**config.mk**
```make
export PLATFORM = sky130hd
export DESIGN_NAME = mem_port_master
export DESIGN_NICKNAME = d
export VERILOG_FILES = /design/src/rtl/mem_pkg.sv /design/src/rtl/mem_store_buffer.sv /design/src/rtl/mem_port_master.sv
export SDC_FILE = /design/constraint.sdc
export NUM_CORES = 1
export LEC_CHECK = 0
export CAP_MARGIN = 40
export CELL_PAD_IN_SITES_DETAIL_PLACEMENT = 0
export CELL_PAD_IN_SITES_GLOBAL_PLACEMENT = 2
export CORE_MARGIN = 5
export CORE_UTILIZATION = 30
export DETAILED_ROUTE_END_ITERATION = 8
export GPL_ROUTABILITY_DRIVEN = 0
export PLACE_DENSITY = 0.88
export SETUP_SLACK_MARGIN = 0.4
export SLEW_MARGIN = 5
export SYNTH_ARGS = -nofsm -noshare
export SYNTH_HDL_FRONTEND = slang
export SYNTH_SLANG_ARGS = --single-unit
```
**constraint.sdc**
```tcl
create_clock -name clock -period 4.3 [get_ports clock]
set_clock_uncertainty 0.1 [all_clocks]
set_input_delay 0.86 -clock clock [delete_from_list [all_inputs] [get_ports clock]]
set_output_delay 0.86 -clock clock [all_outputs]
set_load 0.005 [all_outputs]
```
**src/rtl/mem_pkg.sv**
```systemverilog
// Shared definitions for the core's unified-memory initiator: widths, opcodes,
// and the store-buffer entry layout.
package mem_pkg;

    localparam int AW = 12;
    localparam int DW = 16;

    typedef enum logic [3:0] {
        OP_NOP = 4'd0,
        OP_LD  = 4'd1,
        OP_ST  = 4'd2,
        OP_LDI = 4'd3,
        OP_ADD = 4'd4,
        OP_SUB = 4'd5,
        OP_AND = 4'd6,
        OP_OR  = 4'd7,
        OP_XOR = 4'd8,
        OP_NOT = 4'd9,
        OP_SHL = 4'd10,
        OP_SHR = 4'd11,
        OP_BR  = 4'd12
    } opcode_t;

    typedef struct packed {
        logic          valid;
        logic [AW-1:0] addr;
        logic [DW-1:0] data;
    } sb_entry_t;

    typedef enum logic {
        SB_EMPTY = 1'b0,
        SB_FULL  = 1'b1
    } sb_state_t;

    function automatic logic sb_hit(input sb_entry_t e, input logic [AW-1:0] a);
        return e.valid && (e.addr == a);
    endfunction

endpackage

```
**src/rtl/mem_store_buffer.sv**
```systemverilog
// One-entry store buffer: captures an accepted store, drains it to the memory
// write port on the following cycle, and answers forwarding lookups meanwhile.
module mem_store_buffer
    import mem_pkg::*;
(
    input  logic          clk,
    input  logic          rst,
    input  logic          i_st_accept,
    input  logic [AW-1:0] i_st_addr,
    input  logic [DW-1:0] i_st_data,
    input  logic [AW-1:0] i_fwd_addr_d,
    input  logic [AW-1:0] i_fwd_addr_if,
    output logic          o_hit_d,
    output logic          o_hit_if,
    output logic [DW-1:0] o_fwd_data,
    output logic          o_wen,
    output logic [AW-1:0] o_waddr,
    output logic [DW-1:0] o_win
);

    sb_state_t     r_state;
    sb_state_t     w_state_next;
    logic [AW-1:0] r_addr;
    logic [DW-1:0] r_data;
    sb_entry_t     w_entry;

    always_ff @(posedge clk or posedge rst) begin
        if (rst) begin
            r_state <= SB_EMPTY;
        end else begin
            r_state <= w_state_next;
        end
    end

    always_ff @(posedge clk or posedge rst) begin
        if (rst) begin
            r_addr <= '0;
            r_data <= '0;
        end else if (i_st_accept) begin
            r_addr <= i_st_addr;
            r_data <= i_st_data;
        end
    end

    // The entry drains every cycle it is full, so only a fresh accept keeps it full.
    always_comb begin
        w_state_next = r_state;
        case (r_state)
            SB_EMPTY: if (i_st_accept) w_state_next = SB_FULL;
            SB_FULL:  w_state_next = i_st_accept ? SB_FULL : SB_EMPTY;
            default:  w_state_next = SB_EMPTY;
        endcase
    end

    assign w_entry    = '{valid: (r_state == SB_FULL), addr: r_addr, data: r_data};
    assign o_hit_d    = sb_hit(w_entry, i_fwd_addr_d);
    assign o_hit_if   = sb_hit(w_entry, i_fwd_addr_if);
    assign o_fwd_data = w_entry.data;
    assign o_wen      = w_entry.valid;
    assign o_waddr    = w_entry.addr;
    assign o_win      = w_entry.data;

endmodule

```
**src/rtl/mem_port_master.sv**
```systemverilog
// Arbitrates fetch and load/store traffic onto the memory's combinational read
// port and synchronous write port, with registered valid/ready responses.
module mem_port_master #(
    parameter int AW = mem_pkg::AW,
    parameter int DW = mem_pkg::DW
) (
    input  logic          clock,
    input  logic          reset,
    input  logic          if_req_valid,
    output logic          if_req_ready,
    input  logic [AW-1:0] if_req_addr,
    output logic          if_rsp_valid,
    input  logic          if_rsp_ready,
    output logic [DW-1:0] if_rsp_data,
    input  logic          d_req_valid,
    output logic          d_req_ready,
    input  logic          d_req_we,
    input  logic [AW-1:0] d_req_addr,
    input  logic [DW-1:0] d_req_wdata,
    output logic          d_rsp_valid,
    input  logic          d_rsp_ready,
    output logic [DW-1:0] d_rsp_data,
    output logic [AW-1:0] raddr,
    input  logic [DW-1:0] rout,
    output logic          wen,
    output logic [AW-1:0] waddr,
    output logic [DW-1:0] win
);

    logic          r_if_rsp_valid;
    logic [DW-1:0] r_if_rsp_data;
    logic          r_d_rsp_valid;
    logic [DW-1:0] r_d_rsp_data;
    logic [AW-1:0] r_raddr_hold;

    logic          w_d_load_ok;
    logic          w_if_ok;
    logic          w_if_accept;
    logic          w_st_accept;
    logic          w_hit_d;
    logic          w_hit_if;
    logic [DW-1:0] w_fwd_data;
    logic [AW-1:0] w_raddr;

    assign w_d_load_ok = d_req_valid & ~d_req_we & (~r_d_rsp_valid | d_rsp_ready);
    assign w_if_ok     = if_req_valid & (~r_if_rsp_valid | if_rsp_ready);
    assign w_if_accept = w_if_ok & ~w_d_load_ok;
    assign w_st_accept = d_req_valid & d_req_we;

    // Loads win the single read port; an idle cycle keeps the previous address.
    always_comb begin
        w_raddr = r_raddr_hold;
        if (w_d_load_ok) begin
            w_raddr = d_req_addr;
        end else if (w_if_ok) begin
            w_raddr = if_req_addr;
        end
    end

    assign raddr        = w_raddr;
    assign if_req_ready = w_if_accept;
    assign d_req_ready  = d_req_we ? 1'b1 : w_d_load_ok;

    always_ff @(posedge clock or posedge reset) begin
        if (reset) begin
            r_raddr_hold   <= '0;
            r_d_rsp_valid  <= 1'b0;
            r_d_rsp_data   <= '0;
            r_if_rsp_valid <= 1'b0;
            r_if_rsp_data  <= '0;
        end else begin
            r_raddr_hold <= w_raddr;
            if (w_d_load_ok) begin
                r_d_rsp_valid <= 1'b1;
                r_d_rsp_data  <= w_hit_d ? w_fwd_data : rout;
            end else if (d_rsp_ready) begin
                r_d_rsp_valid <= 1'b0;
            end
            if (w_if_accept) begin
                r_if_rsp_valid <= 1'b1;
                r_if_rsp_data  <= w_hit_if ? w_fwd_data : rout;
            end else if (if_rsp_ready) begin
                r_if_rsp_valid <= 1'b0;
            end
        end
    end

    assign d_rsp_valid  = r_d_rsp_valid;
    assign d_rsp_data   = r_d_rsp_data;
    assign if_rsp_valid = r_if_rsp_valid;
    assign if_rsp_data  = r_if_rsp_data;

    mem_store_buffer u_store_buffer (
        .clk          (clock),
        .rst          (reset),
        .i_st_accept  (w_st_accept),
        .i_st_addr    (d_req_addr),
        .i_st_data    (d_req_wdata),
        .i_fwd_addr_d (d_req_addr),
        .i_fwd_addr_if(if_req_addr),
        .o_hit_d      (w_hit_d),
        .o_hit_if     (w_hit_if),
        .o_fwd_data   (w_fwd_data),
        .o_wen        (wen),
        .o_waddr      (waddr),
        .o_win        (win)
    );

endmodule

```
==> results.md, run 1 <==
- Adder-cell share of the synthesized area: 0%
- Worst Setup SP: d_req_valid
- Post-CTS Setup Inserts: 0
- Slew HR: between 40% and 50%
- Period utilization: a little under 90%
- GR Overflow Total: 0
- Fmax achieved: between 200 and 300 MHz
- Initial Util: 30.30%
- Maximum vdd ir drop: 143.3 uV
- Reg2reg start: u_store_buffer.o_waddr[2]
- Syn_area_per_cell: between 10 and 15 um2
- RSZ-0062 raised after global routing: false
- Vias per cell: roughly 5
- Post-synthesis sequential area ratio: between 40% and 50%
- # port buffers: 139
- Avg WL per Cell: between 15 and 20 um
- Worst r2r dst: d_rsp_data[15]
- Syn Nets: around 470
- Total global-route track usage: between 10% and 20%
- Worst-path clk slew: 0.06 ns
- CTS tree: done
- Drt drc: 0
- Outcome: finished, final reports clean
- Final net count: slightly below 600
- Synthesis-to-finish area growth: 43.20%
- Post_cts resized: 0
- Startpoint Class: input pin
- CTS buffer count: 9
- Placed Area: approximately 5600 um2
- Synth Area in Simple Gates: between 10% and 20%
- Die height: between 100 and 150 um
- Final ANT Viol Nets: 0
- Core ar.: approximately 14000 um2
- Max cap viols: 0
- First-pass GRT wire length: roughly 21 mm
- # rows: 43
- Multi-input logic area: between 2000 and 2500 um2
- Leakage: 0.002261 uW
- Flops & latches, synth: 75
- HPWL after DPL: roughly 10 mm
- Synth Area in Compound Gates: between 10% and 20%
- Mux contribution to synthesized area: between 10% and 20%
- Final Slew Violations: 0
- Hold/Removal Path Class: reg2reg
- CP max FO: 25
- Final Util: between 40% and 50%
- Power density cells: about 410 nW/um2
- Mapped Cells: approximately 400
- Pre-antenna DRT Iters: 7
- Post-route cell area: roughly 6000 um2
- Clk sinks: 75
- Die Span X: between 100 and 150 um
- Final hold vios: 0
- Share of layout cells above drive strength 1: under 10%
- Iteration-0 DRC count of the detailed router: 263
- Reg2Reg Depth: 4
- Reg area: 1877 um2
- CTS root buffer: clkbuf_16
- Critical path arrival: between 2 and 3 ns
- Largest net degree at the start of global routing: 62
- YS warnings: 0
- FILL cells: 1347
- Number of distinct library cells after synthesis: 31
- Crit path time final: 3.744 ns
- Clock Latency Late Sink: around 0.34 ns
- CP required: about 3.3 ns
- Via Count: between 3000 and 4000
- Xor and xnor area share after synthesis: around 5.4%
- Via count of the first global-routing pass: 3667
- Setup CP Type: in2out
- Slew @ Worst Pin: about 0.8 ns
- Cts hold-fix bufs: 0
- I/O Pins: 140
- Initial antenna violation count: 0
- Crit path capture type: output port
- # setup viols final: 0
- Final wirelength: 13.13 mm
- Cell Area, Synth: approximately 4200 um2
- Max Buffers Root-to-Sink: 2
- Critical Path End: raddr[4]
- H-Tree Depth: 3
- Min-delay src: u_store_buffer.o_fwd_data[8]
- Largest family of logic cells by synthesized area: simple AND/OR/NAND/NOR gates
- Setup_tns: 0 ns
- Die area: roughly 16000 um2
- Ant diodes: 0
- R2R Setup Slk: 1.91 ns
[layer usage]
layer  track usage (%)  part of all wire, %
met5                 0                    0
met4             5.306                  1.6
met3             3.042                  5.6
met2             27.04                   50
met1             21.06                   42
[where the power goes]
part / internal, uW / switching, uW
registers: 814 / 85.1
clock network: 581 / 299
logic: 357 / 320
[critical path, cell delays in order]
cell	delay (ns)
clkdlybuf4s50_1	0.49
nor2b_1	0.31
and2_4	0.36
nand2_1	0.08
o21ai_1	0.12
clkdlybuf4s50_1	0.55
[cell type report]
cell class | instances | area share (%)
Multi-Input combinational cell | 289 | 34.14
Sequential cell | 75 | 31.53
Timing Repair Buffer | 145 | 24.47
Clock buffer | 11 | 4.078
Tap cell | 180 | 3.784
Clock inverter | 5 | 1.682
Inverter | 5 | 0.3153
[stage by stage]
step                      hold WS (ns)  setup WS (ns)  power [uW]  std cells
after floorplan                 0.4113          1.430        1220        408
after global placement          0.4231         0.4653        1578        693
after detailed placement        0.4208         0.4369        1593        694
after CTS                       0.4435         0.4218        2481        710
after global routing            0.4603         0.4186        2582        710
final                           0.4350         0.5557        2456        710
[layout by cell type, fill, tap and decap left out, drive strengths merged]
cell type,Yosys,routed
a221oi,1,1
a31oi,32,32
and2,1,1
and3,2,2
and4,4,4
buf,27,6
bufinv,0,3
clkbuf,12,11
clkdlybuf4s50,0,139
clkinv,0,2
dfrtp,75,75
inv,5,5
mux2,28,28
mux2i,12,12
nand2,31,31
nand2b,5,5
nand3,2,2
nand4,36,36
nor2,64,64
nor2b,1,1
o21ai,14,14
o41ai,32,32
xnor2,22,22
xor2,2,2
[cell families after synthesis]
group	Yosys count
AOI/OAI and AO/OA	79
DFF	75
and+or+nand+nor	146
muxes	40
buffers and inverters	44
xor gates and xnor gates	24
[cells in the mapped netlist (all sizes together)]
| master | n | area (um2) |
|---|---|---|
| nand4 | 36 | 244.0 |
| nor2 | 64 | 240.2 |
| and3 | 2 | 12.51 |
| and4 | 4 | 35.03 |
| a31oi | 32 | 200.2 |
| nor2b | 1 | 6.260 |
| xor2 | 2 | 32.53 |
| clkbuf | 12 | 48.79 |
| mux2i | 12 | 120.1 |
| xnor2 | 22 | 192.7 |
| dfrtp | 75 | 1877 |
| and2 | 1 | 6.260 |
| o41ai | 32 | 362.9 |
| o21ai | 14 | 70.06 |
| a221oi | 1 | 15.01 |
| nand3 | 2 | 15.01 |
| mux2 | 28 | 315.3 |
| buf | 27 | 196.4 |
| inv | 5 | 18.76 |
| nand2 | 31 | 116.4 |
| nand2b | 5 | 31.28 |
[sequential cells by signal, summed over array words and instances, names as in the netlist]
| signal | count |
|---|---|
| d_rsp_data | 16 |
| d_rsp_valid | 1 |
| if_rsp_data | 16 |
| if_rsp_valid | 1 |
| r_raddr_hold | 12 |
| u_store_buffer.o_fwd_data | 16 |
| u_store_buffer.o_waddr | 12 |
| u_store_buffer.o_wen | 1 |
[worst min-delay path by stage]
stage | cells past startpoint | slack, ns | endpoint
final | 1 | 0.44 | u_store_buffer.o_fwd_data[8]
after global routing | 1 | 0.46 | u_store_buffer.o_fwd_data[8]
after CTS | 1 | 0.44 | u_store_buffer.o_fwd_data[9]
after detailed placement | 1 | 0.42 | u_store_buffer.o_fwd_data[9]
after global placement | 1 | 0.42 | u_store_buffer.o_fwd_data[0]
after floorplan | 1 | 0.41 | u_store_buffer.o_fwd_data[13]
No activity file was read; power rests on OpenSTA's default activity.
==> run 2: changes to the inputs <==
Settings changed: CTS_CLUSTER_SIZE set to 24.
==> results of run 2 <==
No change in the layout: final DEF, timing and power equal those of run 1.
